## src/rtl/byte_stream_packer.sv

```systemverilog
// Byte-lane stream packer: packs LANES-byte beats little-endian into a SIZE_IN_BYTES word
// behind a registered valid/ready output stage. Optional macro: BYTE_STREAM_PACKER_ZERO_FILL_EN.
module byte_stream_packer #(
  parameter int SIZE_IN_BYTES = 13,
  parameter int BYTE_NUM_SIZE = 4,
  parameter int LANES         = 1
) (
  input  logic                       CLK,
  input  logic                       ARESET,
  input  logic                       IN_VALID,
  output logic                       IN_READY,
  input  logic [LANES*8-1:0]         IN_DATA,
  input  logic                       IN_LAST,
  output logic                       OUT_VALID,
  input  logic                       OUT_READY,
  output logic [SIZE_IN_BYTES*8-1:0] OUT_VALUE,
  output logic [BYTE_NUM_SIZE-1:0]   OUT_BYTE_COUNT
);

  localparam int WORD_W = SIZE_IN_BYTES * 8;
  localparam int BEATS  = SIZE_IN_BYTES / LANES;
  localparam logic [BYTE_NUM_SIZE-1:0] LANES_C = BYTE_NUM_SIZE'(LANES);
  localparam logic [BYTE_NUM_SIZE-1:0] SIZE_C  = BYTE_NUM_SIZE'(SIZE_IN_BYTES);

  typedef enum logic {
    S_FILLING = 1'b0,
    S_PENDING = 1'b1
  } state_t;

  state_t                   r_state;
  state_t                   w_state_next;
  logic [BYTE_NUM_SIZE-1:0] r_ptr;
  logic [BYTE_NUM_SIZE-1:0] w_ptr_next;
  logic [BYTE_NUM_SIZE-1:0] w_ptr_sum;
  logic [WORD_W-1:0]        r_fill;
  logic [WORD_W-1:0]        w_fill_merged;
  logic [WORD_W-1:0]        w_fill_next;
  logic                     r_out_valid;
  logic                     w_out_valid_next;
  logic [WORD_W-1:0]        r_out_value;
  logic [WORD_W-1:0]        w_out_value_next;
  logic [BYTE_NUM_SIZE-1:0] r_out_count;
  logic [BYTE_NUM_SIZE-1:0] w_out_count_next;
  logic                     w_accept;
  logic                     w_complete;
  logic                     w_out_free;
  logic                     w_transfer;

  // Ready depends on the state flop only; OUT_READY never reaches IN_READY.
  assign IN_READY   = (r_state == S_FILLING) && !ARESET;
  assign w_accept   = IN_VALID && IN_READY;
  assign w_ptr_sum  = r_ptr + LANES_C;
  assign w_complete = (w_ptr_sum == SIZE_C) || IN_LAST;
  assign w_out_free = !r_out_valid || OUT_READY;

  // PTR is always a multiple of LANES, so one lane group is selected per beat.
  always_comb begin
    // NOTE: every combinational output gets a default first so no latch is inferred.
    w_fill_merged = r_fill;
    for (int b = 0; b < BEATS; b++) begin
      if (r_ptr == BYTE_NUM_SIZE'(b * LANES)) begin
        w_fill_merged[b*LANES*8 +: LANES*8] = IN_DATA;
      end
    end
  end

  always_comb begin
    w_state_next     = r_state;
    w_ptr_next       = r_ptr;
    w_fill_next      = r_fill;
    w_transfer       = 1'b0;
    w_out_value_next = r_out_value;
    w_out_count_next = r_out_count;

    case (r_state)
      S_FILLING: begin
        if (w_accept) begin
          w_fill_next = w_fill_merged;
          w_ptr_next  = w_ptr_sum;
          if (w_complete) begin
            if (w_out_free) begin
              w_transfer       = 1'b1;
              w_out_value_next = w_fill_merged;
              w_out_count_next = w_ptr_sum;
              w_ptr_next       = '0;
            end else begin
              // PTR parks at the word's byte count until the output frees.
              w_state_next = S_PENDING;
            end
          end
        end
      end
      S_PENDING: begin
        if (w_out_free) begin
          w_transfer       = 1'b1;
          w_out_value_next = r_fill;
          w_out_count_next = r_ptr;
          w_ptr_next       = '0;
          w_state_next     = S_FILLING;
        end
      end
      default: w_state_next = S_FILLING;
    endcase

`ifdef BYTE_STREAM_PACKER_ZERO_FILL_EN
    if (w_transfer) begin
      w_fill_next = '0;
    end
`endif
  end

  assign w_out_valid_next = w_transfer ? 1'b1 : (OUT_READY ? 1'b0 : r_out_valid);

  // NOTE: the fill buffer is a plain register bank, so it is reset like any other state here.
  always_ff @(posedge CLK or posedge ARESET) begin
    if (ARESET) begin
      r_state     <= S_FILLING;
      r_ptr       <= '0;
      r_fill      <= '0;
      r_out_valid <= 1'b0;
      r_out_value <= '0;
      r_out_count <= '0;
    end else begin
      // NOTE: non-blocking assignments so every flop samples pre-edge values.
      r_state     <= w_state_next;
      r_ptr       <= w_ptr_next;
      r_fill      <= w_fill_next;
      r_out_valid <= w_out_valid_next;
      r_out_value <= w_out_value_next;
      r_out_count <= w_out_count_next;
    end
  end

  assign OUT_VALID      = r_out_valid;
  assign OUT_VALUE      = r_out_value;
  assign OUT_BYTE_COUNT = r_out_count;

endmodule
```

## config.mk

```make
export PLATFORM = sky130hd
export DESIGN_NAME = byte_stream_packer
export DESIGN_NICKNAME = d
export VERILOG_FILES = /design/src/rtl/byte_stream_packer.sv
export SDC_FILE = /design/constraint.sdc
export NUM_CORES = 1
export LEC_CHECK = 0
export BUFFER_PORTS_ARGS = -buffer_cell sky130_fd_sc_hd__buf_4
export CAP_MARGIN = 0
export CORE_AREA = 2 2 148 150
export DETAILED_ROUTE_END_ITERATION = 6
export DIE_AREA = 0 0 150 152
export GPL_ROUTABILITY_DRIVEN = 0
export SLEW_MARGIN = 10
export SYNTH_ARGS = -nofsm -noshare
export SYNTH_HDL_FRONTEND = slang
export SYNTH_SLANG_ARGS = --single-unit
```

## constraint.sdc

```tcl
create_clock -name CLK -period 9.7 [get_ports CLK]
set_input_delay 1.455 -clock CLK [delete_from_list [all_inputs] [get_ports CLK]]
set_output_delay 1.455 -clock CLK [all_outputs]
set_load 0.02 [all_outputs]
```

==> metrics.csv <==
stage;metric;value;unit
synth;FF+latch count, synth;218;
detailed_routing;met3 wire length;1093;um
synth;Synth Cell Area;0.009439;mm^2
timing;Final setup violation count;0;
final_layout;most common cell after layout, fill and taps aside;dfrtp_1;
detailed_routing;Routed met1 length;10170;um
final_layout;Final #Nets;903;
power_and_ir_drop;logic gate share of total power;27.9;%
clock_tree;Clock Tree Root;clkbuf_16;
final_layout;most frequent cells in the layout;dfrtp_1 (218), buf_4 (125), nor2_1 (113), a21oi_1 (109), mux2i_1 (105);
synth;share of the synthesized area in the top cell type;57.79;%
timing;Worst Max-Slew Pin Slew;1051;ps
clock_tree;TritonCTS Buffers;24;
final_layout;antenna cell count;0;
timing;Final Hold Viols;0;
synth;Syn Nets;807;
final_layout;Area growth syn-to-layout;19.99;%
synth;Mean Syn Cell Area;11.96;um^2
clock_tree;worst skew pair latency;510;ps
setup_path;critical path capture point type;register;
clock_tree;postcts setup bufs;0;
timing;TNS Setup;0;ps
setup_path;startpoint types;input port;
synth;ranking of synthesized cells by area;dfrtp_1 (58%), mux2_2 (12%), mux2i_1 (11%), a21oi_1 (5.8%), nor2_1 (4.5%);
setup_path;WS Path Type;in -> reg;
detailed_routing;drt wl/cell;18.44;um
power_and_ir_drop;Static Leakage;0.005111;uW
clock_tree;CTS Sinks;218;
power_and_ir_drop;Int Pwr;2136;uW
power_and_ir_drop;P_sw;984.7;uW
synth;Gate Count Post-Synth;789;
setup_path;worst-path fanout max;138;
clock_tree;CTS max path bufs;3;
detailed_routing;drt drc;0;
setup_path;R2R Setup Slk;6880;ps
setup_path;worst reg-to-reg path cell count;6;
final_layout;layout cell share with drive strength beyond 1;31.37;%
synth;ys flop type;dfrtp_1;
final_layout;final std cells w/o fill;1182;
detailed_routing;drt first pass iters;5;
power_and_ir_drop;Worst VDD drop;117.6;uV
global_routing;GRT Overall Usage;19.17;%
placed_design;dpl cells;1139;
synth;Synth area leader;dfrtp_1;
clock_tree;Clk pin slew, worst setup/hold paths;60;ps
clock_tree;CTS tree;yes;
detailed_routing;Detail Route Antenna Nets;0;
setup_path;CP required;10090;ps
power_and_ir_drop;Flop pwr share;42.2;%
global_routing;antenna violations before repair;0;
synth;total number of yosys warnings;0;
global_routing;vias in the first global route;6419;
timing;Slew Limit Fails;0;
floorplan;DIE HEIGHT;152;um
power_and_ir_drop;P per Cell Area;275.6;mW/mm^2
synth;Unique masters post-synth;40;
synth;register area share after synthesis;57.79;%
detailed_routing;top layer in use;met4;
detailed_routing;DR vias/cell;5.366;
synth;Post-synth EDFFs;0;
timing;f_max;0.2938;GHz
detailed_routing;via count;6343;
placed_design;I/O Buffers;122;
detailed_routing;total wire length;21790;um
timing;Final period util;35.09;%
global_routing;total gr overflow;0;
detailed_routing;DRT iter0 DRCs;325;
global_routing;first-pass GRT wire length;34970;um
timing;clock skew;9.115;ps
floorplan;Core ar.;0.02135;mm^2
floorplan;Die W;150;um
floorplan;Initial Util;44.21;%
timing;RSZ-0062 raised after global routing;false;
min_path;worst hold stages;1;
floorplan;Cell Rows;54;
min_path;HP Class;reg -> reg;
clock_tree;# hold bufs at CTS;0;
power_and_ir_drop;clock power share;29.9;%
placed_design;hpwl dp;13950;um
outcome;status;completed;
floorplan;# IOs;123;
power_and_ir_drop;Total Power;3121;uW
power_and_ir_drop;switching share of total power;31.55;%
timing;relative slew slack;29.52;%
clock_tree;htree depth;1;
flow_run;max-capacitance violation count;0;
clock_tree;post-CTS resize count;0;
timing;Final min period;3404;ps
global_routing;largest net degree at the start of global routing;139;
synth;ys async rst share;100.0;%
detailed_routing;WL met2;10120;um
floorplan;DIE AREA;0.02280;mm^2
setup_path;Critical Path AT;3790;ps
## metal layers
metal	track usage, %	vias up
li1	-	2947
met1	27.90	3196
met2	30.05	166
met3	3.183	34
met4	4.807	0
met5	0	-
## power by group through the flow
stage | Clock (uW) | Combinational, uW | Sequential, uW
after floorplan | 0 | 406 | 1450
after detailed placement | 0 | 881 | 1330
after CTS | 956 | 885 | 1320
after global routing | 999 | 948 | 1350
after global placement | 0 | 859 | 1320
final | 932 | 872 | 1320
## state kept, by name, indices dropped and copies added (netlist names)
register and count:
r_ptr 4, r_state 1, OUT_BYTE_COUNT 4, OUT_VALUE 104, r_fill 104, OUT_VALID 1
## kinds of logic after synthesis
kind of cell | after synthesis | synth area share, %
and+or+nand+nor | 168 | 7.768
buffers and inverters | 62 | 2.996
DFF | 218 | 57.79
adders and majority gates | 5 | 0.6628
AOI/OAI and AO/OA | 126 | 7.145
muxes | 209 | 23.54
xor gates and xnor gates | 1 | 0.09281
## final cells by class
type	count	area [um^2]
clock buffer	38	784.5
clock inverter	5	53.80
fill	1891	10020
inverter	7	33.78
multi-input combinational	509	3710
sequential	218	5455
tap	280	350.3
timing repair buffer	125	938.4
## worst max-delay path, cell delays in order
cell and delay [ps]:
buf_4 140, inv_8 550, nand2_1 220, nor4_2 440
nand2_1 440, mux2_2 400
## through the flow
| stage | worst slack, ps | cell area (um^2) | hold slack (ps) | utilization [%] |
|---|---|---|---|---|
| 4_1_cts | 6286 | 11330 | 494.5 | 53.05 |
| 3_3_place_gp | 5829 | 10490 | 474.4 | 49.12 |
| 2_1_floorplan | 1500 | 9439 | 463.5 | - |
| 5_1_grt | 6028 | 11330 | 511.7 | 53.05 |
| 3_5_place_dp | 5733 | 10490 | 481.1 | 49.12 |
| 6_report | 6296 | 11330 | 495.3 | 53.05 |
## synthesized netlist by cell type, types with 2 or more instances
cell and n:
dfrtp_1 218, nor2_1 113, a21oi_1 109, mux2i_1 105, mux2_2 99, nand2_1 24, clkbuf_1 22, buf_2 16
buf_1 9, buf_4 8, nor2_2 8, inv_1 6, ha_1 5, mux2_1 5, nand3_1 4, nor3_2 4
nor3_1 3, o211ai_1 3, o22ai_1 3, a211oi_1 2, nand2b_1 2, nor2b_1 2, nor4_1 2
## worst paths after layout
| kind | from | end |
|---|---|---|
| max | ARESET | r_fill[1]$_DFFE_PP0P_ |
| min | r_fill[30]$_DFFE_PP0P_ | r_fill[30]$_DFFE_PP0P_ |
| max reg2reg | r_state$_DFF_PP0_ | OUT_VALUE[49]$_DFFE_PP0P_ |
| min reg2reg | r_fill[30]$_DFFE_PP0P_ | r_fill[30]$_DFFE_PP0P_ |
| max in group asynchronous | ARESET | r_fill[2]$_DFFE_PP0P_ |
| min in group asynchronous | ARESET | r_state$_DFF_PP0_ |
Power figures use the tool's default switching activity.
